===== config.mk =====
export PLATFORM = sky130hd
export DESIGN_NAME = mdio_master
export DESIGN_NICKNAME = d
export VERILOG_FILES = /design/src/rtl/mdio_master.sv
export SDC_FILE = /design/constraint.sdc
export NUM_CORES = 1
export LEC_CHECK = 0
export CAP_MARGIN = 20
export CELL_PAD_IN_SITES_DETAIL_PLACEMENT = 2
export CELL_PAD_IN_SITES_GLOBAL_PLACEMENT = 2
export CORE_UTILIZATION = 40
export CTS_BUF_LIST = sky130_fd_sc_hd__clkbuf_16
export DETAILED_ROUTE_END_ITERATION = 8
export GPL_ROUTABILITY_DRIVEN = 0
export PLACE_DENSITY_LB_ADDON = 0.1
export SYNTH_ARGS = -nofsm -noshare
export SYNTH_HDL_FRONTEND = slang
export SYNTH_SLANG_ARGS = --single-unit

===== constraint.sdc =====
create_clock -name clk -period 3.7 [get_ports clk]
set_input_delay 0.37 -clock clk [delete_from_list [all_inputs] [get_ports clk]]
set_output_delay 0.37 -clock clk [all_outputs]
set_load 0.005 [all_outputs]

===== src/rtl/mdio_master.sv =====
// Clause 22 MDIO management master: turns one register read/write request
// into a 64-bit MDC/MDIO frame and reports completion with read data and a TA error.
module mdio_master #(
   parameter int unsigned clk_divider = 25
) (
   input  logic        clk,
   input  logic        reset_n,
   input  logic        req_valid,
   output logic        req_ready,
   input  logic [1:0]  req_op,
   input  logic [4:0]  req_phy_addr,
   input  logic [4:0]  req_reg_addr,
   input  logic [15:0] req_wdata,
   output logic        resp_valid,
   output logic [15:0] resp_rdata,
   output logic        resp_error,
   input  logic        mdio_in,
   output logic        mdc,
   output logic        mdio_out,
   output logic        mdio_enable
);

   typedef enum logic [1:0] {
      IDLE     = 2'b00,
      SHIFT    = 2'b01,
      COMPLETE = 2'b10
   } state_e;

   localparam logic [1:0] OP_WRITE    = 2'b01;
   localparam logic [1:0] OP_READ     = 2'b10;
   localparam logic [7:0] DIV_LAST    = 8'(clk_divider - 1);
   localparam logic [5:0] LAST_BIT    = 6'd63;
   localparam logic [5:0] TA_BIT      = 6'd47;
   localparam logic [5:0] DATA_BIT    = 6'd48;
   localparam logic [5:0] RELEASE_PRE = 6'd45;

   state_e      state_q, state_d;
   logic [7:0]  div_q, div_d;
   logic [5:0]  bit_cnt_q, bit_cnt_d;
   logic [63:0] shift_q, shift_d;
   logic        is_read_q, is_read_d;
   logic        ta_err_q, ta_err_d;
   logic [15:0] rd_shift_q, rd_shift_d;
   logic        mdc_q, mdc_d;
   logic        mdio_out_q, mdio_out_d;
   logic        mdio_en_q, mdio_en_d;
   logic        req_ready_q, req_ready_d;
   logic        resp_valid_q, resp_valid_d;
   logic [15:0] resp_rdata_q, resp_rdata_d;
   logic        resp_error_q, resp_error_d;

   logic        op_legal_s;
   logic        op_write_s;
   logic [63:0] frame_s;
   logic        next_released_s;

   // Frame image captured on accept; reads carry TA/data as ones since the pad is released there.
   always_comb begin
      op_write_s = (req_op == OP_WRITE);
      op_legal_s = op_write_s || (req_op == OP_READ);
      frame_s    = {32'hFFFF_FFFF, 2'b01, req_op, req_phy_addr, req_reg_addr,
                    (op_write_s ? 2'b10 : 2'b11),
                    (op_write_s ? req_wdata : 16'hFFFF)};
      next_released_s = is_read_q && (bit_cnt_q >= RELEASE_PRE);
   end

   // State register and all registered outputs.
   always_ff @(posedge clk or negedge reset_n) begin
      if (!reset_n) begin
         state_q      <= IDLE;
         div_q        <= 8'd0;
         bit_cnt_q    <= 6'd0;
         shift_q      <= 64'd0;
         is_read_q    <= 1'b0;
         ta_err_q     <= 1'b0;
         rd_shift_q   <= 16'd0;
         mdc_q        <= 1'b0;
         mdio_out_q   <= 1'b1;
         mdio_en_q    <= 1'b0;
         req_ready_q  <= 1'b1;
         resp_valid_q <= 1'b0;
         resp_rdata_q <= 16'd0;
         resp_error_q <= 1'b0;
      end else begin
         state_q      <= state_d;
         div_q        <= div_d;
         bit_cnt_q    <= bit_cnt_d;
         shift_q      <= shift_d;
         is_read_q    <= is_read_d;
         ta_err_q     <= ta_err_d;
         rd_shift_q   <= rd_shift_d;
         mdc_q        <= mdc_d;
         mdio_out_q   <= mdio_out_d;
         mdio_en_q    <= mdio_en_d;
         req_ready_q  <= req_ready_d;
         resp_valid_q <= resp_valid_d;
         resp_rdata_q <= resp_rdata_d;
         resp_error_q <= resp_error_d;
      end
   end

   // Next-state logic: accept, MDC division, bit shifting, read sampling and completion.
   always_comb begin
      state_d      = state_q;
      div_d        = div_q;
      bit_cnt_d    = bit_cnt_q;
      shift_d      = shift_q;
      is_read_d    = is_read_q;
      ta_err_d     = ta_err_q;
      rd_shift_d   = rd_shift_q;
      mdc_d        = mdc_q;
      mdio_out_d   = mdio_out_q;
      mdio_en_d    = mdio_en_q;
      resp_valid_d = 1'b0;
      resp_rdata_d = resp_rdata_q;
      resp_error_d = resp_error_q;

      case (state_q)
         IDLE: begin
            if (req_valid) begin
               if (op_legal_s) begin
                  state_d    = SHIFT;
                  div_d      = 8'd0;
                  bit_cnt_d  = 6'd0;
                  shift_d    = frame_s;
                  is_read_d  = !op_write_s;
                  ta_err_d   = 1'b0;
                  rd_shift_d = 16'd0;
                  mdc_d      = 1'b0;
                  mdio_out_d = frame_s[63];
                  mdio_en_d  = 1'b1;
               end else begin
                  state_d      = COMPLETE;
                  resp_valid_d = 1'b1;
                  resp_error_d = 1'b1;
               end
            end else begin
               state_d = IDLE;
            end
         end

         SHIFT: begin
            if (div_q == DIV_LAST) begin
               div_d = 8'd0;
               if (!mdc_q) begin
                  mdc_d = 1'b1;
               end else begin
                  // Last high cycle of the bit: the PHY's value is settled here.
                  if (is_read_q && (bit_cnt_q == TA_BIT)) begin
                     ta_err_d = mdio_in;
                  end else if (is_read_q && (bit_cnt_q >= DATA_BIT)) begin
                     rd_shift_d = {rd_shift_q[14:0], mdio_in};
                  end else begin
                     rd_shift_d = rd_shift_q;
                  end

                  mdc_d = 1'b0;
                  if (bit_cnt_q == LAST_BIT) begin
                     state_d      = COMPLETE;
                     mdio_out_d   = 1'b1;
                     mdio_en_d    = 1'b0;
                     resp_valid_d = 1'b1;
                     if (is_read_q) begin
                        resp_rdata_d = {rd_shift_q[14:0], mdio_in};
                        resp_error_d = ta_err_q;
                     end else begin
                        resp_error_d = 1'b0;
                     end
                  end else begin
                     bit_cnt_d  = bit_cnt_q + 6'd1;
                     shift_d    = {shift_q[62:0], 1'b0};
                     mdio_en_d  = !next_released_s;
                     mdio_out_d = next_released_s ? 1'b1 : shift_q[62];
                  end
               end
            end else begin
               div_d = div_q + 8'd1;
            end
         end

         COMPLETE: begin
            state_d    = IDLE;
            mdc_d      = 1'b0;
            mdio_out_d = 1'b1;
            mdio_en_d  = 1'b0;
         end

         default: begin
            state_d    = IDLE;
            mdc_d      = 1'b0;
            mdio_out_d = 1'b1;
            mdio_en_d  = 1'b0;
         end
      endcase

      req_ready_d = (state_d == IDLE);
   end

   assign req_ready   = req_ready_q;
   assign resp_valid  = resp_valid_q;
   assign resp_rdata  = resp_rdata_q;
   assign resp_error  = resp_error_q;
   assign mdc         = mdc_q;
   assign mdio_out    = mdio_out_q;
   assign mdio_enable = mdio_en_q;

endmodule


; Word-level counts from Yosys, hierarchy flattened
; Index checks and enable logic that the tools add are counted.
[word_totals]
in_bits = 32
ff_bits = 118
elab_cells = 116
[op_classes]
addsub = 2
mux = 64
n_eq_ne = 16
reduce_logical = 18
magnitude_cmp = 2
[ops]
columns = operator, n
row1 = $mux 63, 5
row2 = $pmux 63 s2, 1
row3 = $mux 15, 6
row4 = $mux 6, 5
row5 = $pmux 15 s2, 1
row6 = $mux 1, 28
row7 = $mux 8, 3
row8 = $ne 2x2->1 const B, 10
row9 = $reduce_and 6->1, 3
row10 = $mux 16, 1
row11 = $pmux 8 s2, 1
row12 = $eq 6x6->1 const B, 2
row13 = $ge 6x6->1 const B, 2
row14 = $pmux 1 s2, 6
row15 = $pmux 6 s2, 1
row16 = $mux 2, 5
row17 = $reduce_and 3->1, 3
row18 = $add 8x1->8 const B, 1
row19 = $eq 8x5->1 const B, 1
row20 = $reduce_and 7->1, 1
row21 = $add 6x1->6 const B, 1
row22 = $reduce_and 5->1, 1
row23 = $eq 2x1->1 const B, 2
row24 = $logic_not 2->1, 2
row25 = 7 further kinds, 10

; Logic depth before layout (Yosys ltp)
[logic_depth]
word_depth = 7
depth_mapped = 9

; Worst setup path after synthesis
; Ideal clock, no wire load.
[synth_timing]
kind = input -> register
start = input req_op[1]
end = register bit_cnt_q[5]
setup_time_ns = 0.077
arrival_ns = 2.115
t_required_ns = 3.623
path_buffers = 0
slack_ns = 1.508
path_stages = 7
path_cell_list = inv_1 > ha_1 > nor4b_4 > o32ai_1 > nand2b_1 > or4_1 > a21oi_1
[synth_via]
elab_chain_cells = 4
word_cells_on_any_way = 5
cone_classes = eq/ne: 3 / reduce/logical: 2
[synth_rtl]
columns = item, line
row1 = from (decl), 10  ; input logic [1:0] req_op,
row2 = $eq 2x1->1 / $eq 2x2->1 (equally long branches), "59, 60"
row3 = $logic_or 1x1->1 (*), 60  ; op_legal_s = op_write_s || (req_op == OP_READ);
row4 = $ne 2x2->1 (no line) (*), n/a
row5 = $reduce_and 6->1 (no line) (*), n/a
row6 = to (signal assigned), 87  ; bit_cnt_q <= bit_cnt_d;
row7 = to (decl), 39  ; logic [5:0] bit_cnt_q, bit_cnt_d;
; Every way passes the cells marked *; elsewhere a longest branch is shown, timed or not.
; A chain may end at the register's enable or synchronous reset.

; Worst setup path after layout
; Ends and elaborated chain as after synthesis.

==> summary.md <==
| Metric | Value |
|---|---|
| Psw | 1.501 mW |
| Initial core utilization | 41.13% |
| Fin Clk Skew | 0.01191 ns |
| Clk pwr share | 35.4% |
| Flop pwr share | 41.1% |
| Netlist cell types | 53 |
| Worst Setup SP | req_op[1] |
| Outcome | finished, final reports clean |
| Core Area | 12620 um^2 |
| Io pins | 54 |
| Die width | 115.9 um |
| Syn-to-layout area delta | 24.32% |
| Net count, final | 558 |
| HPWL Detailed | 8.382 mm |
| Combinational Power Share | 23.5% |
| Total grt overflow | 0 |
| FF-to-FF Start | state_q[0] |
| Final period util | 81.57% |
| Synth Register Bits | 118 |
| Switching Share | 33.96% |
| RSZ-0062 raised after global routing | false |
| Post-synthesis net count | 508 |
| CP max-delay cell | or4_1 |
| Vias | 3858 |
| Vias in the first global route | 4287 |
| CTS max path bufs | 2 |
| DRC Markers | 0 |
| Final worst slack | 0.6821 ns |
| Actual slew at the worst max-slew pin | 0.9732 ns |
| Input/output buffers | 53 |
| Syn avg cell area | 11.04 um^2 |
| Die height | 115.9 um |
| Synth area leaders | dfrtp_1 56%, o22a_1 5.4%, o21ai_0 4.5% |
| WHS | 0.4633 ns |
| CP Data Required Time | 4.05 ns |
| Total Die Area | 13430 um^2 |
| Layout cells sized above 1 | 16.32% |
| CTS Sinks | 118 |
| Area of the mapped netlist | 5190 um^2 |
| Max_slew headroom | 35.12% |
| GRT Util Overall | 22.95% |
| Post-Route WL | 13.93 mm |
| Max_cap viols | 0 |
| Worst setup EP type | flop |
| Worst slack at placement | 0.3559 ns |
| DR iter-0 viols | 147 |
| Max VDD drop | 0.0003484 V |
| H-tree depth | 4 |
| Drt via density | 5.472 |
| CTS Root Cell | clkbuf_16 |
| CTS clk-pin slew, worst paths | 0.06 ns |
| CP Max Fanout | 14 |
| Pint | 2.918 mW |
| Post-cts resize count | 0 |
| CTS Buf Count | 17 |
| Pins Over Slew Limit | 0 |
| Diode count | 0 |
| First-pass detailed-route iteration total | 4 |
| Latest clock arrival within the worst-skew pair | 0.43 ns |
| Worst min path class | primary input to async pin |
| WL/cell | 19.75 um |
| Pwr Total | 4.419 mW |
| Final Hold Fails | 0 |
| Initial antenna violation count | 0 |
| Min Tclk post-route | 3.018 ns |
| Antenna-violating nets left | 0 |
| Worst-path cell chain | clkdlybuf4s50_1, inv_1, ha_1, nor4b_4, o32ai_1, nand2b_1, or4_1, a21oi_1 |
| Area leader, netlist | dfrtp_1 |
| Critical Setup Path Class | primary input to flop |
| Ys async rst share | 100.0% |
| Synth cell count leaders | 116 x dfrtp_1, 60 x nand2_1, 47 x o21ai_0 |
| Post-Synthesis Cells | 470 |
| PwrDens | 684.8 nW/um^2 |
| Maximum operating frequency | 331.4 MHz |
| Post-CTS Setup Inserts | 0 |
| # fillers | 1290 |
| Post-synth EDFFs | 0 |
| Top cell type's share of synthesized area | 55.93% |
| Startpoint class of the critical path | primary input |
| Sequential element share of the synthesized area | 56.94% |
| Top-count cell post-synth | dfrtp_1 |
| Worst path max stage delay | 0.62 ns |
| Row count | 41 |
| Synth warn | 0 |
| Global-route wire length before repair | 22.63 mm |
| Worst Path Arrival | 3.37 ns |
| Largest net degree at the start of global routing | 80 |
| P_leak | 2.717 nW |
| Final setup vio count | 0 |
| TritonCTS clock tree | built |
| Sum of negative setup slack | 0 ns |
| Top FF cell, synth | dfrtp_1 |
==> worst max-delay path, delay by kind of cell <==
family | cells | cell delay (ns)
and+or+nand+nor | 3 | 1.57
buffers and inverters | 2 | 0.60
AOI/OAI and AO/OA | 2 | 0.49
adders and majority gates | 1 | 0.34
==> through the flow <==
step / std cells / instance area, um^2 / util [%]
after detailed placement: 671 / 5876 / 46.56
final: 705 / 6452 / 51.13
after floorplan: 470 / 5190 / -
after CTS: 704 / 6445 / 51.07
after global routing: 705 / 6452 / 51.13
after global placement: 671 / 5876 / 46.56
==> logic make-up after synthesis <==
group                      synth area share [%]
muxes                                     4.412
AOI/OAI and AO/OA                         17.67
DFF                                       56.94
xor gates and xnor gates                 0.5064
adders and majority gates                 1.446
buffers and inverters                     3.664
and+or+nand+nor                           15.36
==> power groups by stage <==
stage	combinational, mW	sequential, mW	clock (mW)
finish	1.04	1.82	1.56
global route	1.18	1.86	1.65
CTS	1.06	1.82	1.60
detailed placement	1.03	1.83	0
global placement	0.964	1.81	0
floorplan	0.715	1.74	0
==> state kept, by name (all words and copies together) (netlist names) <==
signal,cells
bit_cnt_q,6
div_q,8
is_read_q,1
mdc,1
mdio_enable,1
mdio_out,1
rd_shift_q,15
req_ready,1
resp_error,1
resp_rdata,16
resp_valid,1
shift_q,63
state_q,2
ta_err_q,1
==> final timing paths <==
path	to	slack (ns)	cells past startpoint
max in group asynchronous	shift_q[21]	2.42	3
min in group clk	shift_q[7]	0.49	2
hold / removal	ta_err_q	0.46	2
setup reg to reg	shift_q[8]	0.86	5
setup / recovery	bit_cnt_q[5]	0.68	8
hold reg to reg	shift_q[7]	0.49	2
==> area by class of cell <==
class / count / area, um^2 / share of cell area [%]
repair buffers: 64 / 625.6 / 9.696
multi-input cells: 310 / 2063 / 31.98
flip-flops and latches: 118 / 2955 / 45.80
clock inverters: 15 / 133.9 / 2.075
inverters: 9 / 33.78 / 0.5236
well taps: 172 / 215.2 / 3.335
clock buffers: 17 / 425.4 / 6.593
==> placed cells by master, fill, tap and decap left out, types with 15 or more instances in the layout <==
| master | Yosys | layout |
|---|---|---|
| nand4_1 | 15 | 15 |
| clkdlybuf4s50_1 | 0 | 52 |
| o21ai_0 | 47 | 47 |
| dfrtp_1 | 116 | 116 |
| nand2_1 | 60 | 60 |
| o22a_1 | 32 | 32 |
| clkbuf_16 | 0 | 17 |
| nor2_1 | 30 | 29 |
| nand3b_1 | 16 | 16 |
==> what timing repair did <==
item,CTS,global route
hold endpoints to repair,39,0
endpoints found under the setup margin,0,0
hold buffers,1,0
==> metal layers <==
layer	vias to the layer above	part of all wire [%]	global-route usage (%)
li1	1779	-	-
met1	2001	42	25.92
met2	57	54	41.39
met3	21	2.7	5.649
met4	0	1.6	9.316
met5	-	0	0
(Power assumes the default switching activity.)
